$ cat src/rtl/booth_mul_arbiter_if.sv
// rtl/booth_mul_arbiter_if.sv - requester and multiplier bus of the shared booth multiplier arbiter
interface booth_mul_arbiter_if #(
    parameter int BIT_LEN = 4,
    parameter int REQ_N   = 4
);
    logic [REQ_N-1:0]         req;
    logic [REQ_N*BIT_LEN-1:0] in1_bus;
    logic [REQ_N*BIT_LEN-1:0] in2_bus;
    logic [REQ_N-1:0]         gnt;
    logic [REQ_N-1:0]         done;
    logic [2*BIT_LEN-1:0]     out;
    logic                     err;
    logic                     mul_rstn;
    logic                     mul_start;
    logic [BIT_LEN-1:0]       mul_in1;
    logic [BIT_LEN-1:0]       mul_in2;
    logic [2*BIT_LEN-1:0]     mul_out;
    logic                     mul_out_r;

    // Arbiter side: sees requests and the multiplier result, drives grants and the multiplier.
    modport slave (
        input  req, in1_bus, in2_bus, mul_out, mul_out_r,
        output gnt, done, out, err, mul_rstn, mul_start, mul_in1, mul_in2
    );

    // Environment side: requesters plus the multiplier itself.
    modport master (
        output req, in1_bus, in2_bus, mul_out, mul_out_r,
        input  gnt, done, out, err, mul_rstn, mul_start, mul_in1, mul_in2
    );
endinterface

$ cat src/rtl/booth_mul_arbiter.sv
// rtl/booth_mul_arbiter.sv - round-robin sequencer sharing one booth multiplier among REQ_N requesters
module booth_mul_arbiter #(
    parameter int BIT_LEN = 4,
    parameter int REQ_N   = 4,
    parameter int TIMEOUT = 64
) (
    input  logic                 clk,
    input  logic                 rstn,
    booth_mul_arbiter_if.slave   bus
);
    localparam int PW = (REQ_N > 1) ? $clog2(REQ_N) : 1;
    localparam int TW = $clog2(TIMEOUT + 1);
    localparam logic [BIT_LEN-1:0] MOST_NEG = {1'b1, {(BIT_LEN-1){1'b0}}};
    localparam logic [TW-1:0]      TMR_LAST = TW'(TIMEOUT);

    typedef enum logic [1:0] {IDLE, CLR, RUN, DONE} state_t;

    state_t               state;
    logic [PW-1:0]        ptr;
    logic [TW-1:0]        timer;
    logic [REQ_N-1:0]     gnt_q;
    logic [REQ_N-1:0]     done_q;
    logic [2*BIT_LEN-1:0] out_q;
    logic                 err_q;
    logic                 mul_rstn_q;
    logic                 mul_start_q;
    logic [BIT_LEN-1:0]   in1_q;
    logic [BIT_LEN-1:0]   in2_q;

    logic [BIT_LEN-1:0]   in1_arr [REQ_N];
    logic [BIT_LEN-1:0]   in2_arr [REQ_N];
    logic [PW-1:0]        hi_pick;
    logic [PW-1:0]        lo_pick;
    logic                 hi_found;
    logic [PW-1:0]        pick;

    // Unpack the per-requester operand buses.
    always_comb begin
        for (int j = 0; j < REQ_N; j++) begin
            in1_arr[j] = bus.in1_bus[j*BIT_LEN +: BIT_LEN];
            in2_arr[j] = bus.in2_bus[j*BIT_LEN +: BIT_LEN];
        end
    end

    // Round-robin pick: lowest requester above ptr, else lowest at or below ptr.
    always_comb begin
        hi_found = 1'b0;
        hi_pick  = '0;
        lo_pick  = '0;
        for (int j = REQ_N - 1; j >= 0; j--) begin
            if (bus.req[j]) begin
                if (j > int'(ptr)) begin
                    hi_found = 1'b1;
                    hi_pick  = PW'(j);
                end else begin
                    lo_pick  = PW'(j);
                end
            end
        end
        pick = hi_found ? hi_pick : lo_pick;
    end

    // Sequencer: accept, clear the multiplier, run it, report; timer counts RUN cycles already spent.
    always_ff @(posedge clk or negedge rstn) begin
        if (!rstn) begin
            state       <= IDLE;
            ptr         <= PW'(REQ_N - 1);
            timer       <= '0;
            gnt_q       <= '0;
            done_q      <= '0;
            out_q       <= '0;
            err_q       <= 1'b0;
            mul_rstn_q  <= 1'b0;
            mul_start_q <= 1'b0;
            in1_q       <= '0;
            in2_q       <= '0;
        end else begin
            case (state)
                IDLE: begin
                    if (|bus.req) begin
                        ptr   <= pick;
                        in1_q <= in1_arr[pick];
                        in2_q <= in2_arr[pick];
                        gnt_q <= REQ_N'(1) << pick;
                        state <= CLR;
                    end
                end
                CLR: begin
                    gnt_q <= '0;
                    timer <= '0;
                    if (in1_q == MOST_NEG) begin
                        // The booth recoding cannot handle this multiplicand; report without running.
                        done_q <= REQ_N'(1) << ptr;
                        err_q  <= 1'b1;
                        out_q  <= '0;
                        state  <= DONE;
                    end else begin
                        mul_rstn_q  <= 1'b1;
                        mul_start_q <= 1'b1;
                        state       <= RUN;
                    end
                end
                RUN: begin
                    if (bus.mul_out_r) begin
                        // A result arriving on the abort edge still counts as good.
                        out_q       <= bus.mul_out;
                        err_q       <= 1'b0;
                        done_q      <= REQ_N'(1) << ptr;
                        mul_rstn_q  <= 1'b0;
                        mul_start_q <= 1'b0;
                        state       <= DONE;
                    end else if (timer == TMR_LAST) begin
                        out_q       <= '0;
                        err_q       <= 1'b1;
                        done_q      <= REQ_N'(1) << ptr;
                        mul_rstn_q  <= 1'b0;
                        mul_start_q <= 1'b0;
                        state       <= DONE;
                    end else begin
                        timer <= timer + TW'(1);
                    end
                end
                DONE: begin
                    done_q <= '0;
                    err_q  <= 1'b0;
                    state  <= IDLE;
                end
                default: state <= IDLE;
            endcase
        end
    end

    assign bus.gnt       = gnt_q;
    assign bus.done      = done_q;
    assign bus.out       = out_q;
    assign bus.err       = err_q;
    assign bus.mul_rstn  = mul_rstn_q;
    assign bus.mul_start = mul_start_q;
    assign bus.mul_in1   = in1_q;
    assign bus.mul_in2   = in2_q;
endmodule

$ cat src/flat_wrapper.sv
// flat-port wrapper written by rule: the top's interface ports become plain ports
module booth_mul_arbiter_flat 
#(
    parameter int BIT_LEN = 4,
    parameter int REQ_N   = 4,
    parameter int TIMEOUT = 64
)
  (clk, rstn, bus_req, bus_in1_bus, bus_in2_bus, bus_mul_out, bus_mul_out_r, bus_gnt, bus_done, bus_out, bus_err, bus_mul_rstn, bus_mul_start, bus_mul_in1, bus_mul_in2);
  booth_mul_arbiter_if #(.BIT_LEN(BIT_LEN), .REQ_N(REQ_N)) bus_i ();
  input  logic clk;
  input  logic rstn;
  input wire logic [$bits(bus_i.req)-1:0] bus_req;
  input wire logic [$bits(bus_i.in1_bus)-1:0] bus_in1_bus;
  input wire logic [$bits(bus_i.in2_bus)-1:0] bus_in2_bus;
  input wire logic [$bits(bus_i.mul_out)-1:0] bus_mul_out;
  input wire logic [$bits(bus_i.mul_out_r)-1:0] bus_mul_out_r;
  output wire logic [$bits(bus_i.gnt)-1:0] bus_gnt;
  output wire logic [$bits(bus_i.done)-1:0] bus_done;
  output wire logic [$bits(bus_i.out)-1:0] bus_out;
  output wire logic [$bits(bus_i.err)-1:0] bus_err;
  output wire logic [$bits(bus_i.mul_rstn)-1:0] bus_mul_rstn;
  output wire logic [$bits(bus_i.mul_start)-1:0] bus_mul_start;
  output wire logic [$bits(bus_i.mul_in1)-1:0] bus_mul_in1;
  output wire logic [$bits(bus_i.mul_in2)-1:0] bus_mul_in2;
  assign bus_i.req = bus_req;
  assign bus_i.in1_bus = bus_in1_bus;
  assign bus_i.in2_bus = bus_in2_bus;
  assign bus_i.mul_out = bus_mul_out;
  assign bus_i.mul_out_r = bus_mul_out_r;
  assign bus_gnt = bus_i.gnt;
  assign bus_done = bus_i.done;
  assign bus_out = bus_i.out;
  assign bus_err = bus_i.err;
  assign bus_mul_rstn = bus_i.mul_rstn;
  assign bus_mul_start = bus_i.mul_start;
  assign bus_mul_in1 = bus_i.mul_in1;
  assign bus_mul_in2 = bus_i.mul_in2;
  booth_mul_arbiter #(.BIT_LEN(BIT_LEN), .REQ_N(REQ_N), .TIMEOUT(TIMEOUT)) u_core (.clk(clk), .rstn(rstn), .bus(bus_i));
endmodule
$ cat config.mk
export PLATFORM = sky130hd
export DESIGN_NAME = booth_mul_arbiter_flat
export DESIGN_NICKNAME = d
export VERILOG_FILES = /design/src/rtl/booth_mul_arbiter_if.sv /design/src/rtl/booth_mul_arbiter.sv /design/src/flat_wrapper.sv
export SDC_FILE = /design/constraint.sdc
export NUM_CORES = 1
export LEC_CHECK = 0
export CAP_MARGIN = 20
export CORE_UTILIZATION = 49
export CTS_CLUSTER_DIAMETER = 100
export DETAILED_ROUTE_END_ITERATION = 10
export GPL_TIMING_DRIVEN = 0
export PLACE_DENSITY = 0.88
export SETUP_SLACK_MARGIN = 0.02
export SYNTH_ARGS = -nofsm -noshare
export SYNTH_HDL_FRONTEND = slang
export SYNTH_SLANG_ARGS = --single-unit
$ cat constraint.sdc
create_clock -name clk -period 3.3 [get_ports clk]
set_input_delay 0.66 -clock clk [delete_from_list [all_inputs] [get_ports clk]]
set_output_delay 0.66 -clock clk [all_outputs]
set_load 0.005 [all_outputs]
==> results of run 1 <==
==> worst paths after layout <==
kind | slack (ps) | from | to
worst min-delay path | 460 | rstn | u_core.timer[3]
worst max register to register | 850 | u_core.ptr[1] | u_core.bus.mul_in2[1]
worst min register to register | 510 | u_core.bus.out[4] | u_core.bus.out[4]
max in group asynchronous | 2330 | rstn | u_core.bus.mul_in2[2]
worst max-delay path | 580 | bus_req[3] | u_core.bus.mul_in2[1]
min in group clk | 510 | u_core.bus.out[4] | u_core.bus.out[4]
==> logic make-up (layout without fill, tap and decap cells) <==
kind of cell / count (synthesis) / count (layout) / synth area share
adders and majority gates: 6 / 6 / 0.03494
and+or+nand+nor: 60 / 60 / 0.1479
buffers and inverters: 20 / 101 / 0.04251
AOI/OAI and AO/OA: 63 / 63 / 0.2097
muxes: 25 / 25 / 0.1328
DFF: 37 / 37 / 0.4321
==> metal layers <==
metal	global-route usage	vias to the layer above
met1	0.3135	909
met5	0	-
met3	0.05500	7
met2	0.3946	57
li1	-	942
met4	0.07031	0
==> cell type report <==
| type | instances | area share |
|---|---|---|
| Clock inverter | 2 | 0.003315 |
| Buffer | 8 | 0.01533 |
| Tap cell | 50 | 0.02072 |
| Clock buffer | 6 | 0.02404 |
| Timing Repair Buffer | 73 | 0.2404 |
| Inverter | 12 | 0.01492 |
| Multi-Input combinational cell | 154 | 0.3738 |
| Sequential cell | 37 | 0.3075 |
==> power by group through the flow <==
stage | Clock [mW] | Combinational, mW | Sequential, mW
floorplan | 0 | 0.790 | 0.763
global placement | 0 | 1.30 | 0.759
detailed placement | 0 | 1.34 | 0.765
CTS | 0.310 | 1.35 | 0.759
global route | 0.337 | 1.47 | 0.782
finish | 0.307 | 1.35 | 0.759
==> cells in the mapped netlist (2+ instances only) <==
library cell	count	area, sq um
sky130_fd_sc_hd__nand3_1	6	30.03
sky130_fd_sc_hd__o21a_1	8	60.06
sky130_fd_sc_hd__o21ai_0	17	85.08
sky130_fd_sc_hd__dfstp_2	2	52.55
sky130_fd_sc_hd__mux2_2	8	90.09
sky130_fd_sc_hd__nor2b_1	2	12.51
sky130_fd_sc_hd__o2bb2ai_1	2	17.52
sky130_fd_sc_hd__dfrtp_1	35	875.8
sky130_fd_sc_hd__clkbuf_1	4	15.01
sky130_fd_sc_hd__a21oi_1	5	25.02
sky130_fd_sc_hd__a22o_1	3	26.28
sky130_fd_sc_hd__inv_1	11	41.29
sky130_fd_sc_hd__nor2_1	19	71.32
sky130_fd_sc_hd__buf_4	2	15.01
sky130_fd_sc_hd__o41ai_1	2	17.52
sky130_fd_sc_hd__mux2_4	5	75.07
sky130_fd_sc_hd__a31oi_1	2	12.51
sky130_fd_sc_hd__nor3_1	5	25.02
sky130_fd_sc_hd__and3_1	9	56.30
sky130_fd_sc_hd__a211oi_1	16	120.1
sky130_fd_sc_hd__nand2_1	11	41.29
sky130_fd_sc_hd__mux2i_1	12	120.1
sky130_fd_sc_hd__ha_1	6	75.07
==> sequential cells by signal (all words and copies together), names as in the netlist <==
register             cells
u_core.bus.mul_in2       4
u_core.timer             7
u_core.bus.mul_in1       4
u_core.bus.out           8
u_core.bus.err           1
u_core.bus.mul_rstn      1
u_core.bus.gnt           4
u_core.bus.done          4
u_core.ptr               2
u_core.state             2
==> critical path, cell delays in order <==
cell and delay (ps):
sky130_fd_sc_hd__clkdlybuf4s50_1 590, sky130_fd_sc_hd__o21bai_1 100, sky130_fd_sc_hd__a21oi_1 590, sky130_fd_sc_hd__nor2_1 130, sky130_fd_sc_hd__clkbuf_1 280, sky130_fd_sc_hd__a211oi_1 370, sky130_fd_sc_hd__a211oi_1 100
==> parameters.txt, run 1 <==
Parameter                              Value

Min path
  Hold crit path type    primary input to asynchronous set/reset pin

Job
  Max-cap check violation count    0

Power and ir drop
  Switching part of the total power    0.3802
  Int Power    about 1.5 mW
  Switching power summed over all nets    0.9180 mW
  Largest vdd supply drop    0.4862 mV
  PnR Total Power    2.414 mW
  Portion of total power attributed to the clock network    0.127
  Logic gate share of total power    0.558
  PD cells    799.6 nW/um^2
  Leakage dissipation    about 1.3 nW
  Sequential share of power    0.314

Route
  DRC violations left    0
  Met3 routed wirelength    198 microns
  Post-DR vias/cell    5.599
  Top sig layer    met4
  Met2 wire length    2699 microns
  Number of design-rule violations left by the first detailed-router iteration    between 100 and 150
  Met1 WL    2426 microns
  Count of antenna-violating nets left after detailed routing    0
  Total iterations of the first detailed-routing run    4
  Overall routed net length    5388 microns
  Routed wirelength normalized by instance count    15.75 microns
  Vias after detailed routing    between 1500 and 2000

Setup path
  Data required time at the worst endpoint    between 3000 and 4000 ps
  Depth of the worst register-to-register path    7
  Critical path launch point type    primary input
  Arrival time at the worst endpoint    2840 ps
  CP max FO    10
  Worst setup path category    primary input to flip-flop
  Sort of element at the end of the critical path    flip-flop

Synthesis
  Number of enable flip-flop cells after synthesis    0
  Warnings, synthesis    0
  Mapped Avg Cell Area    10.18 sq um
  Synthesized netlist cell count    roughly 210
  Post-synthesis net count    264
  Async set-reset flop share out of synthesis    1.000
  Count of state elements after synthesis    37
  Sequential fraction of the synthesis area    0.4321
  Synth cell types    between 40 and 50
  Post-synth top flop    sky130_fd_sc_hd__dfrtp_1
  Mapped Area    2148 sq um

Final layout
  Final net count    344
  FF+latch area    928.4 sq um
  Final design area excluding fillers    3019 sq um
  Commonest cells after routing, fill and taps aside    sky130_fd_sc_hd__clkdlybuf4s50_1, sky130_fd_sc_hd__dfrtp_1, sky130_fd_sc_hd__nor2_1
  Fraction of final layout cells sized beyond drive strength 1    0.1199
  Most common cell after layout, fill and taps aside    sky130_fd_sc_hd__clkdlybuf4s50_1
  Fin util    0.7337
  Total area of multi-input combinational cells    1129 sq um
  Filler cells    around 310
  Antenna Diode Count    0
  Area growth syn-to-layout    40.54%
  Number of non-filler instances in the completed layout    342

Clock network
  Clock tree from TritonCTS    yes
  Post CTS Setup Buffer Count    0
  Number of CTS-inserted buffers    5
  Clock Tree Buf Depth    2
  Count of hold-fix buffers inserted at cts    0
  Source-to-sink clock delay at the later pin of the worst-skew pair    around 290 ps
  Number of sinks driven by the clock tree    37
  H-tree depth reported by CTS    2
  Post-CTS clock slew at the launch and capture registers of the worst setup and hold paths    70 ps
  CTS root buf    sky130_fd_sc_hd__clkbuf_8
  Number of gates given a new drive strength after cts    0

Timing
  Unrepaired setup endpoints after global routing    no
  Worst hold slack after final layout    462.8 ps
  Min setup slack post-route    580.8 ps
  Maximum clock frequency    0.3678 GHz
  Pin slew with the least headroom to its limit    about 890 ps
  Largest clock skew in the final design    2.040 ps
  Final setup violation count    0
  Final Max Tran Viols    0
  Minimum clock period after layout    2719 ps
  Worst slew margin    0.4068
  Number of hold violations in the final report    0
  TNS Setup    0 ps
  Portion of the clock cycle consumed by the worst path in the final layout    0.8240

Die
  FP Rows    23
  Initial cell density of the core    0.5220
  Std-Cell Core Area    4115 sq um
  Number of top-level design ports    between 70 and 80
  Horizontal die dimension    68.22 microns
  Die height    slightly below 70 microns
  Area of the die    4653 sq um

Placement
  Count of input and output buffers    73
  Final HPWL from detailed placement    3954 microns
  Final estimated routing congestion in global placement    0.8098
  Standard cell area after detailed placement    approximately 3000 sq um
  Cell Count Post-Placement    334
  Pre-CTS setup slack    315.7 ps

Global routing
  Pin count of the biggest net entering global routing    38
  Via count of the first global-routing pass    1721
  Antenna violations before repair    0
  Total grt overflow    0
  Total global routing track utilization    0.2405
  Wire length of the first global-routing pass    between 8000 and 9000 microns

Outcome
  Run status    completed
No activity file was read; power rests on OpenSTA's default activity.
==> inputs of run 2 (changes only) <==
--- a/config.mk
+++ b/config.mk
@@ -6,11 +6,11 @@
 export NUM_CORES = 1
 export LEC_CHECK = 0
 export CAP_MARGIN = 20
-export CORE_UTILIZATION = 49
+export CORE_UTILIZATION = 45
 export CTS_CLUSTER_DIAMETER = 100
 export DETAILED_ROUTE_END_ITERATION = 10
 export GPL_TIMING_DRIVEN = 0
-export PLACE_DENSITY = 0.88
+export PLACE_DENSITY = 0.82
 export SETUP_SLACK_MARGIN = 0.02
 export SYNTH_ARGS = -nofsm -noshare
 export SYNTH_HDL_FRONTEND = slang
==> constraint.sdc (replaced) <==
create_clock -name clk -period 2.6 [get_ports clk]
set_input_delay 0.52 -clock clk [delete_from_list [all_inputs] [get_ports clk]]
set_output_delay 0.52 -clock clk [all_outputs]
set_load 0.005 [all_outputs]
==> run 2 against run 1 <==
  * The run now ends with DRC left
  * Die area increased by 8.6%
  * First-iteration DRC count decreased by 31%
  * Sequential power increased by 27%
  * Clock skew increased by 1.8 ps
  * Global-route usage decreased by 2.3 points
  * Non-clock buffer count unchanged
  * Final area increased by 1.3%
  * Critical endpoint is now u_core.bus.mul_in1[2]
  * Largest cell class unchanged
  * Highest routed layer unchanged
==> parameters.txt, run 2 (synthesis gave the netlist of run 1 again) <==
Parameter                              Value

Outcome
  Run status    complete, but fails checks
  Failing checks    DRC

Timing
  Unrepaired setup endpoints after global routing    no
  Min setup slack post-route    220.8 ps (-360.0 ps)
  Pin slew with the least headroom to its limit    852.0 ps (-37.84 ps)
  Minimum clock period after layout    2379 ps
  Worst slew margin    0.4320 (+0.02523)
  Maximum clock frequency    0.4203 GHz
  Final setup violation count    0 (unchanged)
  Final Max Tran Viols    0 (unchanged)
  Number of hold violations in the final report    0 (unchanged)
  Portion of the clock cycle consumed by the worst path in the final layout    0.9151
  Largest clock skew in the final design    3.868 ps (+1.828 ps)

Route
  Overall routed net length    5267 microns (-2.2%)
  Routed wirelength normalized by instance count    15.31 microns (-2.8%)
  Vias after detailed routing    1879 (-1.9%)
  Count of antenna-violating nets left after detailed routing    0 (unchanged)
  Total iterations of the first detailed-routing run    7 (+3)
  Number of design-rule violations left by the first detailed-router iteration    93 (-31%)
  DRC violations left    2 (+2)
  Post-DR vias/cell    5.462 (-2.5%)

Setup path
  Depth of the worst register-to-register path    7 (unchanged)
  Worst r2r src    u_core.ptr[1]
  Crit path capture    u_core.bus.mul_in1[2]
  Sort of element at the end of the critical path    flip-flop
  Internal reg-to-reg setup slack    390 ps (-460 ps)
  Data required time at the worst endpoint    2730 ps (-690 ps)
  Critical path launch point type    primary input
  Crit-path max cell delay    600 ps (about the same)
  Startpoint of the worst setup timing path    bus_req[3]
  Cell occurring most often along the worst timing path    sky130_fd_sc_hd__a211oi_1
  Endpoint of the worst register-to-register path    u_core.bus.mul_in1[3]
  CP max FO    10 (unchanged)
  Cell Chain, Critical Path    clkdlybuf4s50_1, mux2i_1, o2bb2ai_2, nor2_1, clkbuf_1, a211oi_1, a211oi_1
  Arrival time at the worst endpoint    2510 ps (-330 ps)
  Worst setup path category    primary input to flip-flop
  Slowest cell on crit path    sky130_fd_sc_hd__clkdlybuf4s50_1

Die
  Initial cell density of the core    0.4801 (-0.04190)
  Die height    71.10 microns (+4.2%)
  FP Rows    24 (+4.3%)
  Area of the die    5055 sq um (+8.6%)
  Horizontal die dimension    71.10 microns (+4.2%)
  Number of top-level design ports    74 (unchanged)
  Std-Cell Core Area    4474 sq um (+8.7%)

Final layout
  Fin util    0.6837 (-0.04993)
  Number of non-filler instances in the completed layout    344 (+0.58%)
  Final net count    344 (unchanged)
  Final design area excluding fillers    3059 sq um (+1.3%)
  Commonest cells after routing, fill and taps aside    sky130_fd_sc_hd__clkdlybuf4s50_1, sky130_fd_sc_hd__dfrtp_1, sky130_fd_sc_hd__nor2_1
  Most common cell after layout, fill and taps aside    sky130_fd_sc_hd__clkdlybuf4s50_1
  Area growth syn-to-layout    42.40%
  Fraction of final layout cells sized beyond drive strength 1    0.1233 (+0.003425)
  Max reg flops    8 (unchanged)
  Antenna Diode Count    0 (unchanged)

Clock network
  Number of sinks driven by the clock tree    37 (unchanged)
  Number of CTS-inserted buffers    5 (unchanged)
  CTS root buf    sky130_fd_sc_hd__clkbuf_8
  Clock Tree Buf Depth    2 (unchanged)
  Count of hold-fix buffers inserted at cts    0 (unchanged)
  Post-CTS clock slew at the launch and capture registers of the worst setup and hold paths    70 ps (about the same)
  Source-to-sink clock delay at the later pin of the worst-skew pair    290 ps (about the same)
  Clock tree from TritonCTS    yes
  H-tree depth reported by CTS    2 (unchanged)
  Post CTS Setup Buffer Count    0 (unchanged)

Job
  Max-cap check violation count    0 (unchanged)

Placement
  Count of input and output buffers    73 (unchanged)
  Final HPWL from detailed placement    3844 microns (-2.8%)
  Final estimated routing congestion in global placement    0.7724 (-4.6%)
  Standard cell area after detailed placement    2939 sq um (about the same)
  Pre-CTS setup slack    -233.7 ps (-549.4 ps)
  Cell Count Post-Placement    336 (+0.60%)

Power and ir drop
  Leakage dissipation    1.324 nW (+1.0%)
  Largest vdd supply drop    0.5281 mV (+8.6%)
  PD cells    1048 nW/um^2 (+31%)

Global routing
  Total grt overflow    0 (unchanged)
  Wire length of the first global-routing pass    8576 microns (+4.8%)
  Total global routing track utilization    0.2173 (-0.02318)
  Via count of the first global-routing pass    1862 (+8.2%)
  Antenna violations before repair    0 (unchanged)
  Pin count of the biggest net entering global routing    38 (unchanged)

Min path
  Hold crit path type    primary input to asynchronous set/reset pin
run 2: cell types whose count changed in the layout (fill, tap and decap cells not counted), sizes merged:
cell    delta
clkinv     -2
bufinv     +1
clkbuf     +1
run 2: final cells by class:
class,instances,area (sq um)
Buffer,8,46.29
Multi-Input combinational cell,154,1132
Tap cell,52,65.06
Fill cell,363,1415
Clock inverter,1,30.03
Clock buffer,7,86.33
Timing Repair Buffer,73,725.7
Inverter,12,45.04
Sequential cell,37,928.4
run 2: worst min path at each step:
stage / end / depth (start not counted)
2_1_floorplan: u_core.bus.done[0] / 0
3_3_place_gp: u_core.bus.gnt[3] / 2
3_5_place_dp: u_core.bus.out[6] / 1
4_1_cts: u_core.timer[4] / 1
5_1_grt: u_core.timer[5] / 1
6_report: u_core.timer[5] / 1
run 2: repair_timing:
item                                    CTS  global route
endpoints found under the setup margin    0             8
gates resized for setup                   0             1
hold endpoints to repair                  0             0
run 2: routing by layer:
metal	GRT usage	part of all wire	vias to the layer above
met5	0	0	-
met4	0.08222	0.015	0
met3	0.03846	0.025	9
met2	0.3675	0.50	29
met1	0.2788	0.45	905
li1	-	-	936
run 2: worst max-delay path: cells and delay by family:
family	cells	cell delay, ps
AO/OA/AOI/OAI	3	880
buffers and inverters	2	860
multiplexers	1	140
AND/OR/NAND/NOR	1	110
run 2: report_power, final:
group | internal (mW) | switching, mW
Clock | 0.313 | 0.210
Combinational | 0.899 | 0.818
Sequential | 0.815 | 0.150
Total | 2.03 | 1.18
run 2: per-stage QoR:
stage | setup TNS, ps | hold slack [ps] | power (mW)
detailed placement | -1626 | 495.4 | 2.687
floorplan | 0 | 224.4 | 1.971
global route | 0 | 382.8 | 3.412
CTS | 0 | 340.3 | 3.209
finish | 0 | 308.7 | 3.205
global placement | -949.2 | 488.4 | 2.627
==> patch (flow settings as in run 1) <==
`REQ_N` is set to 4 in 3 places; all go to 2.
--- a/src/rtl/booth_mul_arbiter_if.sv
+++ b/src/rtl/booth_mul_arbiter_if.sv
@@ -3,3 +3,3 @@
     parameter int BIT_LEN = 4,
-    parameter int REQ_N   = 4
+    parameter int REQ_N   = 2
 );
--- a/src/rtl/booth_mul_arbiter.sv
+++ b/src/rtl/booth_mul_arbiter.sv
@@ -3,3 +3,3 @@
     parameter int BIT_LEN = 4,
-    parameter int REQ_N   = 4,
+    parameter int REQ_N   = 2,
     parameter int TIMEOUT = 64
--- a/src/flat_wrapper.sv
+++ b/src/flat_wrapper.sv
@@ -4,3 +4,3 @@
     parameter int BIT_LEN = 4,
-    parameter int REQ_N   = 4,
+    parameter int REQ_N   = 2,
     parameter int TIMEOUT = 64
Ports: changed (5 resized); port bits go from 74 to 52. The function was not compared with the original's and may differ.
==> patch against run 1 <==
Area after synthesis is 24% lower; design area down 25%; count of clock-buffer cells in the layout increased by 2; via count decreased by 24%; maximum frequency is 33% higher; sequential cell count fell by 5; power is 25% lower; wire length shrank 24%; critical path depth is the same; largest cell class is now sequential cells; worst setup slack better by 0.68 ns.
==> patch: results <==
[cts]
clock_latency_ns = 0.34
post_cts_buffers = 0
numCtsBuffers = 5
ctsLongestPathBuffers = 2
clkSlewWorstSetupHoldPaths_ns = 0.09
cts_root_buf = clkbuf_4

[power_and_ir_drop]
pwr-share-comb = 0.514
pg_clk_uw = 236
powerComb_uw = 936
cell_internal_pwr_mw = 1.156
p_leak_nw = 0.9727
vdd_drop_max_v = 0.0004101

[worst_setup_path]
cp.arrival_ns = 2.27
critPathSlowestCell = dfrtp_1
timing.rr.end = u_core.bus.done[0]
cp_max_fo = 10
ff2ff_setup_slack_ns = 1.26
critPathMaxStageDelay_ns = 0.45
r2r_start = u_core.state[0]
r2r_cells = 7

[sta]
timing.hold.ws_ns = 0.4932
slew_headroom = 0.4418
skew_ns = 0.009122

[layout]
final_area_um2 = 2266
num-fill-cells = 240
layout.nets = 248
drive_above_1_share = 0.1028

[drt]
dr.first_iter.drc_count = 70
dr_total_vias = 1452
routed_wl_mm = 4.088
avgViaCountPerCell = 5.628
firstDrtPassIters = 4

[logic_synthesis]
yosys-top-cells-area = dfrtp_1, mux2i_1, a22o_1
syn-num-nets = 190
yosys.area_share.adder = 0.04587
synth-compound-area-share = 0.2064
yosysSeqAreaShare = 0.4901
syn_inst = 155
synthXorXnorAreaFrac = 0
yosysWarnings = 0
yosys-top-cells-count = dfrtp_1, o21ai_0, inv_1, mux2i_1, nand2_1
synth.distinct_cells = 34
muxShareOfSynthArea = 0.1017

[placed_design]
dpl_worst_slack_ns = 0.9778
placed_cell_area_um2 = 2207
gp_congestion = 0.8056
place_hpwl_mm = 3.071
port_buffers = 50

[global_route]
grt_pass1_vias = 1406
grt_pass1_wl_mm = 6.479
grt_usage = 0.2500
grt_max_degree = 19

[status]
status = completed

[hold_path]
whs_path_depth = 2
worstHoldPathType = reg2reg
==> patch: cell types whose count changed after synthesis, sizes merged, moves of 3 or more <==
| cell | delta |
|---|---|
| nand3 | -3 |
| a22o | +7 |
| dfrtp | -4 |
| a211oi | -16 |
| and3 | -9 |
| o2bb2ai | -3 |
| o21a | -5 |
| nor2 | -11 |
| mux2 | -9 |
| nor3 | -6 |
==> patch: kinds of logic (layout without fill, tap and decap cells) <==
logic type | count (synthesis) | count (layout)
flops | 32 | 32
simple gates | 35 | 35
mux | 15 | 15
compound gates | 49 | 49
fa+ha+maj | 6 | 6
buf+inv | 18 | 77
==> patch: per-layer routing <==
| metal | track usage | vias to the layer above | routed length [um] |
|---|---|---|---|
| met5 | 0 | - | 0 |
| met4 | 0.09967 | 0 | 79 |
| met3 | 0.06494 | 7 | 188 |
| met2 | 0.4206 | 52 | 2164 |
| met1 | 0.3036 | 714 | 1656 |
| li1 | - | 679 | - |
==> patch: worst max-delay path by stage <==
stage	from	end	slack [ns]	cells past startpoint
2_1_floorplan	u_core.state[0]	u_core.bus.done[0]	1.51	7
3_3_place_gp	rstn	u_core.bus.gnt[0]	1.01	1
3_5_place_dp	bus_req[1]	u_core.bus.mul_in1[0]	0.98	4
4_1_cts	u_core.bus.mul_rstn	bus_mul_start	1.27	2
5_1_grt	bus_req[1]	u_core.bus.mul_in1[0]	1.16	4
6_report	u_core.state[0]	u_core.bus.done[0]	1.26	7
==> patch: layout make-up <==
type,count,share of cell area
buffer,7,0.01546
clock buffer,8,0.02595
inverter,11,0.01822
multi-input combinational,105,0.3346
sequential,32,0.3539
tap,44,0.02430
timing repair buffer,51,0.2275
